File: src/rtl/deser_frame_ctrl_pkg.sv
// Shared types and width helpers for the deserialiser frame controller.
package deser_pkg;

  typedef enum logic [1:0] {IDLE, RECV, SEND} deser_state_t;

  // A single-register bank still needs a one-bit index.
  function automatic int unsigned sel_width(int unsigned nregs);
    return (nregs > 1) ? $clog2(nregs) : 1;
  endfunction

  function automatic int unsigned len_width(int unsigned nregs);
    return $clog2(nregs + 1);
  endfunction

endpackage

File: src/rtl/deser_frame_ctrl_if.sv
// Word-in / frame-out handshake and register-bank control signals.
interface deser_frame_ctrl_if #(
  parameter int unsigned NREGS = 2
);
  import deser_pkg::*;

  localparam int unsigned SELW = sel_width(NREGS);
  localparam int unsigned LENW = len_width(NREGS);

  logic             recv_val;
  logic             recv_rdy;
  logic [LENW-1:0]  cfg_len;
  logic [NREGS-1:0] wr_en;
  logic [SELW-1:0]  wr_sel;
  logic             send_val;
  logic             send_rdy;
  logic [LENW-1:0]  frame_len;
  logic             busy;

  modport master (
    input  recv_val, cfg_len, send_rdy,
    output recv_rdy, wr_en, wr_sel, send_val, frame_len, busy
  );

  modport slave (
    output recv_val, cfg_len, send_rdy,
    input  recv_rdy, wr_en, wr_sel, send_val, frame_len, busy
  );

endinterface

File: src/rtl/deser_frame_ctrl_onehot_dec.sv
// Slot index to one-hot write enable, forced to zero when not enabled.
module onehot_dec #(
  parameter int unsigned SELW  = 1,
  parameter int unsigned NREGS = 2
) (
  input  logic [SELW-1:0]  sel,
  input  logic             en,
  output logic [NREGS-1:0] onehot
);

  always_comb begin
    onehot = '0;
    for (int i = 0; i < NREGS; i++) begin
      onehot[i] = en && (sel == SELW'(i));
    end
  end

endmodule

File: src/rtl/deser_frame_ctrl.sv
// Clocked FSM that fills a bank of capture registers word by word and
// presents the completed frame downstream, with zero-bubble frame restart.
module deser_frame_ctrl
  import deser_pkg::*;
#(
  parameter int unsigned NREGS = 2
) (
  input  logic                clk,
  input  logic                reset,
  deser_frame_ctrl_if.master  bus
);

  localparam int unsigned SELW = sel_width(NREGS);
  localparam int unsigned LENW = len_width(NREGS);

  deser_state_t    state_q;
  logic [SELW-1:0] count_q;
  logic [LENW-1:0] frame_len_q;

  logic [LENW-1:0]  eff_len;
  logic             recv_rdy;
  logic             send_val;
  logic             recv_fire;
  logic             send_fire;
  logic             last_word;
  deser_state_t     start_state;
  logic [SELW-1:0]  start_count;
  logic [NREGS-1:0] wr_en;

  onehot_dec #(
    .SELW  (SELW),
    .NREGS (NREGS)
  ) u_dec (
    .sel    (count_q),
    .en     (recv_fire),
    .onehot (wr_en)
  );

  always_comb begin
    eff_len = bus.cfg_len;
    if (bus.cfg_len == '0 || bus.cfg_len > LENW'(NREGS)) begin
      eff_len = LENW'(NREGS);
    end

    // Single-word frames go straight to SEND, where count must already be 0.
    start_state = (eff_len == LENW'(1)) ? SEND : RECV;
    start_count = (eff_len == LENW'(1)) ? '0 : SELW'(1);
    last_word   = (LENW'(count_q) == frame_len_q - LENW'(1));

    // Outputs are gated by reset so the bank sees nothing while it is held.
    send_val = !reset && (state_q == SEND);
    recv_rdy = !reset && ((state_q == IDLE) || (state_q == RECV) ||
                          (state_q == SEND && bus.send_rdy));
    recv_fire = bus.recv_val && recv_rdy;
    send_fire = send_val && bus.send_rdy;

    bus.recv_rdy  = recv_rdy;
    bus.send_val  = send_val;
    bus.wr_en     = wr_en;
    bus.wr_sel    = reset ? '0 : count_q;
    bus.frame_len = reset ? '0 : frame_len_q;
    bus.busy      = !reset && (state_q != IDLE);
  end

  always_ff @(posedge clk) begin
    if (reset) begin
      state_q     <= IDLE;
      count_q     <= '0;
      frame_len_q <= '0;
    end else begin
      unique case (state_q)
        IDLE: begin
          if (recv_fire) begin
            frame_len_q <= eff_len;
            count_q     <= start_count;
            state_q     <= start_state;
          end
        end
        RECV: begin
          if (recv_fire) begin
            if (last_word) begin
              count_q <= '0;
              state_q <= SEND;
            end else begin
              count_q <= count_q + SELW'(1);
            end
          end
        end
        SEND: begin
          if (send_fire) begin
            if (recv_fire) begin
              frame_len_q <= eff_len;
              count_q     <= start_count;
              state_q     <= start_state;
            end else begin
              state_q <= IDLE;
            end
          end
        end
        default: begin
          state_q <= IDLE;
          count_q <= '0;
        end
      endcase
    end
  end

endmodule

File: src/flat_wrapper.sv
// flat-port wrapper written by rule: the top's interface ports become plain ports
module deser_frame_ctrl_flat import deser_pkg::*;
#(
  parameter int unsigned NREGS = 2
)
  (clk, reset, bus_recv_val, bus_cfg_len, bus_send_rdy, bus_recv_rdy, bus_wr_en, bus_wr_sel, bus_send_val, bus_frame_len, bus_busy);
  deser_frame_ctrl_if #(.NREGS(NREGS)) bus_i ();
  input  logic clk;
  input  logic reset;
  input wire logic [$bits(bus_i.recv_val)-1:0] bus_recv_val;
  input wire logic [$bits(bus_i.cfg_len)-1:0] bus_cfg_len;
  input wire logic [$bits(bus_i.send_rdy)-1:0] bus_send_rdy;
  output wire logic [$bits(bus_i.recv_rdy)-1:0] bus_recv_rdy;
  output wire logic [$bits(bus_i.wr_en)-1:0] bus_wr_en;
  output wire logic [$bits(bus_i.wr_sel)-1:0] bus_wr_sel;
  output wire logic [$bits(bus_i.send_val)-1:0] bus_send_val;
  output wire logic [$bits(bus_i.frame_len)-1:0] bus_frame_len;
  output wire logic [$bits(bus_i.busy)-1:0] bus_busy;
  assign bus_i.recv_val = bus_recv_val;
  assign bus_i.cfg_len = bus_cfg_len;
  assign bus_i.send_rdy = bus_send_rdy;
  assign bus_recv_rdy = bus_i.recv_rdy;
  assign bus_wr_en = bus_i.wr_en;
  assign bus_wr_sel = bus_i.wr_sel;
  assign bus_send_val = bus_i.send_val;
  assign bus_frame_len = bus_i.frame_len;
  assign bus_busy = bus_i.busy;
  deser_frame_ctrl #(.NREGS(NREGS)) u_core (.clk(clk), .reset(reset), .bus(bus_i));
endmodule
File: config.mk
export PLATFORM = sky130hd
export DESIGN_NAME = deser_frame_ctrl_flat
export DESIGN_NICKNAME = d
export VERILOG_FILES = /design/src/rtl/deser_frame_ctrl_pkg.sv /design/src/rtl/deser_frame_ctrl_if.sv /design/src/rtl/deser_frame_ctrl_onehot_dec.sv /design/src/rtl/deser_frame_ctrl.sv /design/src/flat_wrapper.sv
export SDC_FILE = /design/constraint.sdc
export NUM_CORES = 1
export LEC_CHECK = 0
export ABC_AREA = 1
export CORE_AREA = 2 2 39 41
export DETAILED_ROUTE_END_ITERATION = 10
export DIE_AREA = 0 0 41 43
export SLEW_MARGIN = 20
export SYNTH_ARGS = -nofsm -noshare
export SYNTH_HDL_FRONTEND = slang
export SYNTH_SLANG_ARGS = --single-unit
export TNS_END_PERCENT = 5
File: constraint.sdc
create_clock -name clk -period 1.4 [get_ports clk]
set_clock_uncertainty 0.15 [all_clocks]
set_input_delay 0.28 -clock clk [delete_from_list [all_inputs] [get_ports clk]]
set_output_delay 0.28 -clock clk [all_outputs]
set_load 0.005 [all_outputs]
==> results by group, run 1 <==
Critical path
  • CP max FO: 6
  • CP Data Arrival Time: 1.65 ns
  • Worst r2r path cells: 7
  • Required @ worst endpoint: 1.43 ns
  • RR Endpoint: u_core.state_q[0]
  • CP Capture Type: flop
  • R2r setup slk: -0.22 ns
  • Kind of critical path: reg -> reg
  • Worst setup SP type: flop
  • R2R Path Start: u_core.state_q[0]

Routing
  • DR iter-0 viols: 6
  • Average wire per standard cell: 9.82 um
  • First drt pass iteration count: 4
  • Vias per cell: 4.37
  • Final WL: 1010 um
  • Vias after detailed routing: 450
  • Drt drc: 0
  • Post-route ant nets: 0

Timing
  • RSZ-0062 raised after global routing: true
  • Crit share post-route: 116%
  • Final slew viol count: 0
  • Max Fclk: 0.615 GHz
  • Final hold violations: 0
  • Fin crit period: 1.62 ns
  • Slew headroom: 82.0%
  • Final worst slack: -0.225 ns
  • Hold slack final: 0.226 ns
  • Actual transition at the worst max-transition pin: 0.269 ns
  • Setup violators final: 9

Synthesis
  • Seq cells post-synth: 5
  • Post-synth EDFFs: 0
  • Seq/Total Area, Yosys: 30.4%
  • Synth area leader: dfxtp_1
  • Prevailing post-synth register cell: dfxtp_1
  • Cell variety after synth: 14
  • Mapped Avg Cell Area: 5.98 sq um
  • Synth area leaders: dfxtp_1 30%, inv_1 13%, nor2_1 13%
  • Top-area cell type share of the netlist area: 30.4%
  • Yosys warns: 0
  • Mapped Cells: 55
  • Post-synth top cells: 11 x inv_1, 11 x nor2_1, 6 x a21oi_1, 6 x nand2_1
  • Post-synthesis async set-or-reset flop share: 0%
  • Mapped Nets: 61
  • Syn Std Cell Area: 329 sq um

GRT
  • Initial antenna violation count: 0
  • Vias in the first global route: 362
  • First-pass GRT wire length: 1360 um
  • Overflow after GRT: 0
  • Largest net degree at the start of global routing: 8
  • All-Layer GR Usage: 11.5%

Floorplan
  • Row Count: 14
  • Core area: 1380 sq um
  • I/O pin count: 14
  • Initial Utilization: 23.8%
  • DIE WIDTH: 41 um
  • Die area: 1760 sq um
  • Die Height: 43 um

Power
  • Pleak: 0.307 nW
  • Worst VDD drop: 0.257 mV
  • Power Density: 776 nW/um^2

Cells and area
  • Register area: 109 sq um
  • Area of the multi-input gates: 218 sq um
  • Fillers: 154
  • Diode count: 0
  • Final layout net count: 94
  • Filler-free cell count of the finished design: 103
  • Layout cells sized above 1: 50.6%
  • Layout area overhead: 92.8%

Flow run
  • Max_cap viols: 0

CTS
  • Clock Tree Root: clkbuf_4
  • H-tree depth: 1
  • Clock Latency Late Sink: 0.26 ns
  • Clk buf depth: 2
  • CTS tree: done
  • Clock sink count: 5
  • Worst-path clk slew: 0.05 ns
  • TritonCTS Buffers: 3
  • Cts hold-fix bufs: 0

Placement
  • DP Cell Count: 96
  • Final HPWL DP: 684 um
  • Final RePlAce weighted congestion: 0.773
  • IO buf count: 13

Status
  • Result of the run: complete, but fails checks
  • Failing checks: setup timing

Hold path
  • Hold path cells: 3
  • Min-delay src: reset
  • Tightest Hold Check Type: in -> reg
  • Hold EP: u_core.state_q[1]
timing repair:
action                                  CTS  global route
pin swaps                                 5             3
resized for setup                        38            20
endpoints found under the setup margin   13            11
setup buffers                             2             1
cloned                                    0             0
per-layer routing:
metal  vias to the layer above  track usage, %  routed length, um
li1                        239               -                  -
met1                       197            13.8                404
met2                        12            16.6                555
met3                         2            1.57                 36
met4                         0            10.7                 14
met5                         -               0                  0
sequential cells by signal (all words and copies together) (netlist names):
signal,flops
u_core.frame_len_q,2
u_core.state_q,2
u_core.count_q,1
report_power, final:
group	leakage, nW	internal, mW	switching (mW)
Combinational	0.249	0.0770	0.0681
Sequential	0.0428	0.152	0.00974
Clock	0.0150	0.109	0.0772
Total	0.307	0.337	0.155
cell type report:
cell class | instances | area share, %
multi-input combinational | 38 | 34.3
clock buffer | 4 | 4.14
inverter | 11 | 6.51
tap | 16 | 3.16
sequential | 5 | 17.2
timing repair buffer | 29 | 34.7
cell usage in the layout (no fill, tap or decap), drive strengths merged:
master,instances
dfxtp,5
clkdlybuf4s50,2
o31ai,1
nand3,4
clkbuf,6
dlygate4sd2,2
buf,22
a21oi,6
inv,11
nor2,12
or2,1
o21ai,8
clkdlybuf4s15,1
nand2,6
per-stage QoR:
step	util [%]	cell area (sq um)	setup WS, ns	TNS, ns	power [mW]
after CTS	43.5	602	-0.196	-0.654	0.481
final	45.8	634	-0.225	-1.27	0.492
after global placement	41.3	572	-0.647	-6.22	0.295
after floorplan	-	329	0.203	0	0.216
after detailed placement	41.3	572	-0.671	-6.31	0.296
after global routing	45.8	634	-0.273	-1.70	0.522
kinds of logic (layout without fill, tap and decap cells):
logic type	count (synthesis)	in the layout	share of synthesized area, %
simple gates	23	23	30.8
compound gates	15	15	24.7
buf+inv	12	44	14.1
flops	5	5	30.4
worst max-delay path: stages, from the launching register on:
cell and delay [ns]:
dfxtp_4 0.36, o21ai_4 0.16, nand3_2 0.11, buf_6 0.14
buf_4 0.12, buf_4 0.15, or2_1 0.22, a21oi_1 0.14
worst max path at each step:
stage,from,to,slack (ns),cells past startpoint
3_3_place_gp,bus_send_rdy,bus_wr_en[1],-0.65,6
2_1_floorplan,u_core.state_q[0],u_core.frame_len_q[1],0.20,4
3_5_place_dp,bus_send_rdy,bus_wr_en[1],-0.67,6
6_report,u_core.state_q[0],u_core.state_q[0],-0.22,7
5_1_grt,u_core.state_q[0],u_core.state_q[0],-0.27,7
4_1_cts,u_core.state_q[0],bus_wr_en[1],-0.20,5
Note: power is estimated with default switching activity, not from simulation.
==> inputs of run 2 (changes only) <==
- GPL_ROUTABILITY_DRIVEN: unset -> 0
- SLEW_MARGIN: 20 -> 5
==> results of run 2 <==
The final DEF is identical to that of run 1; final timing and power are the same.
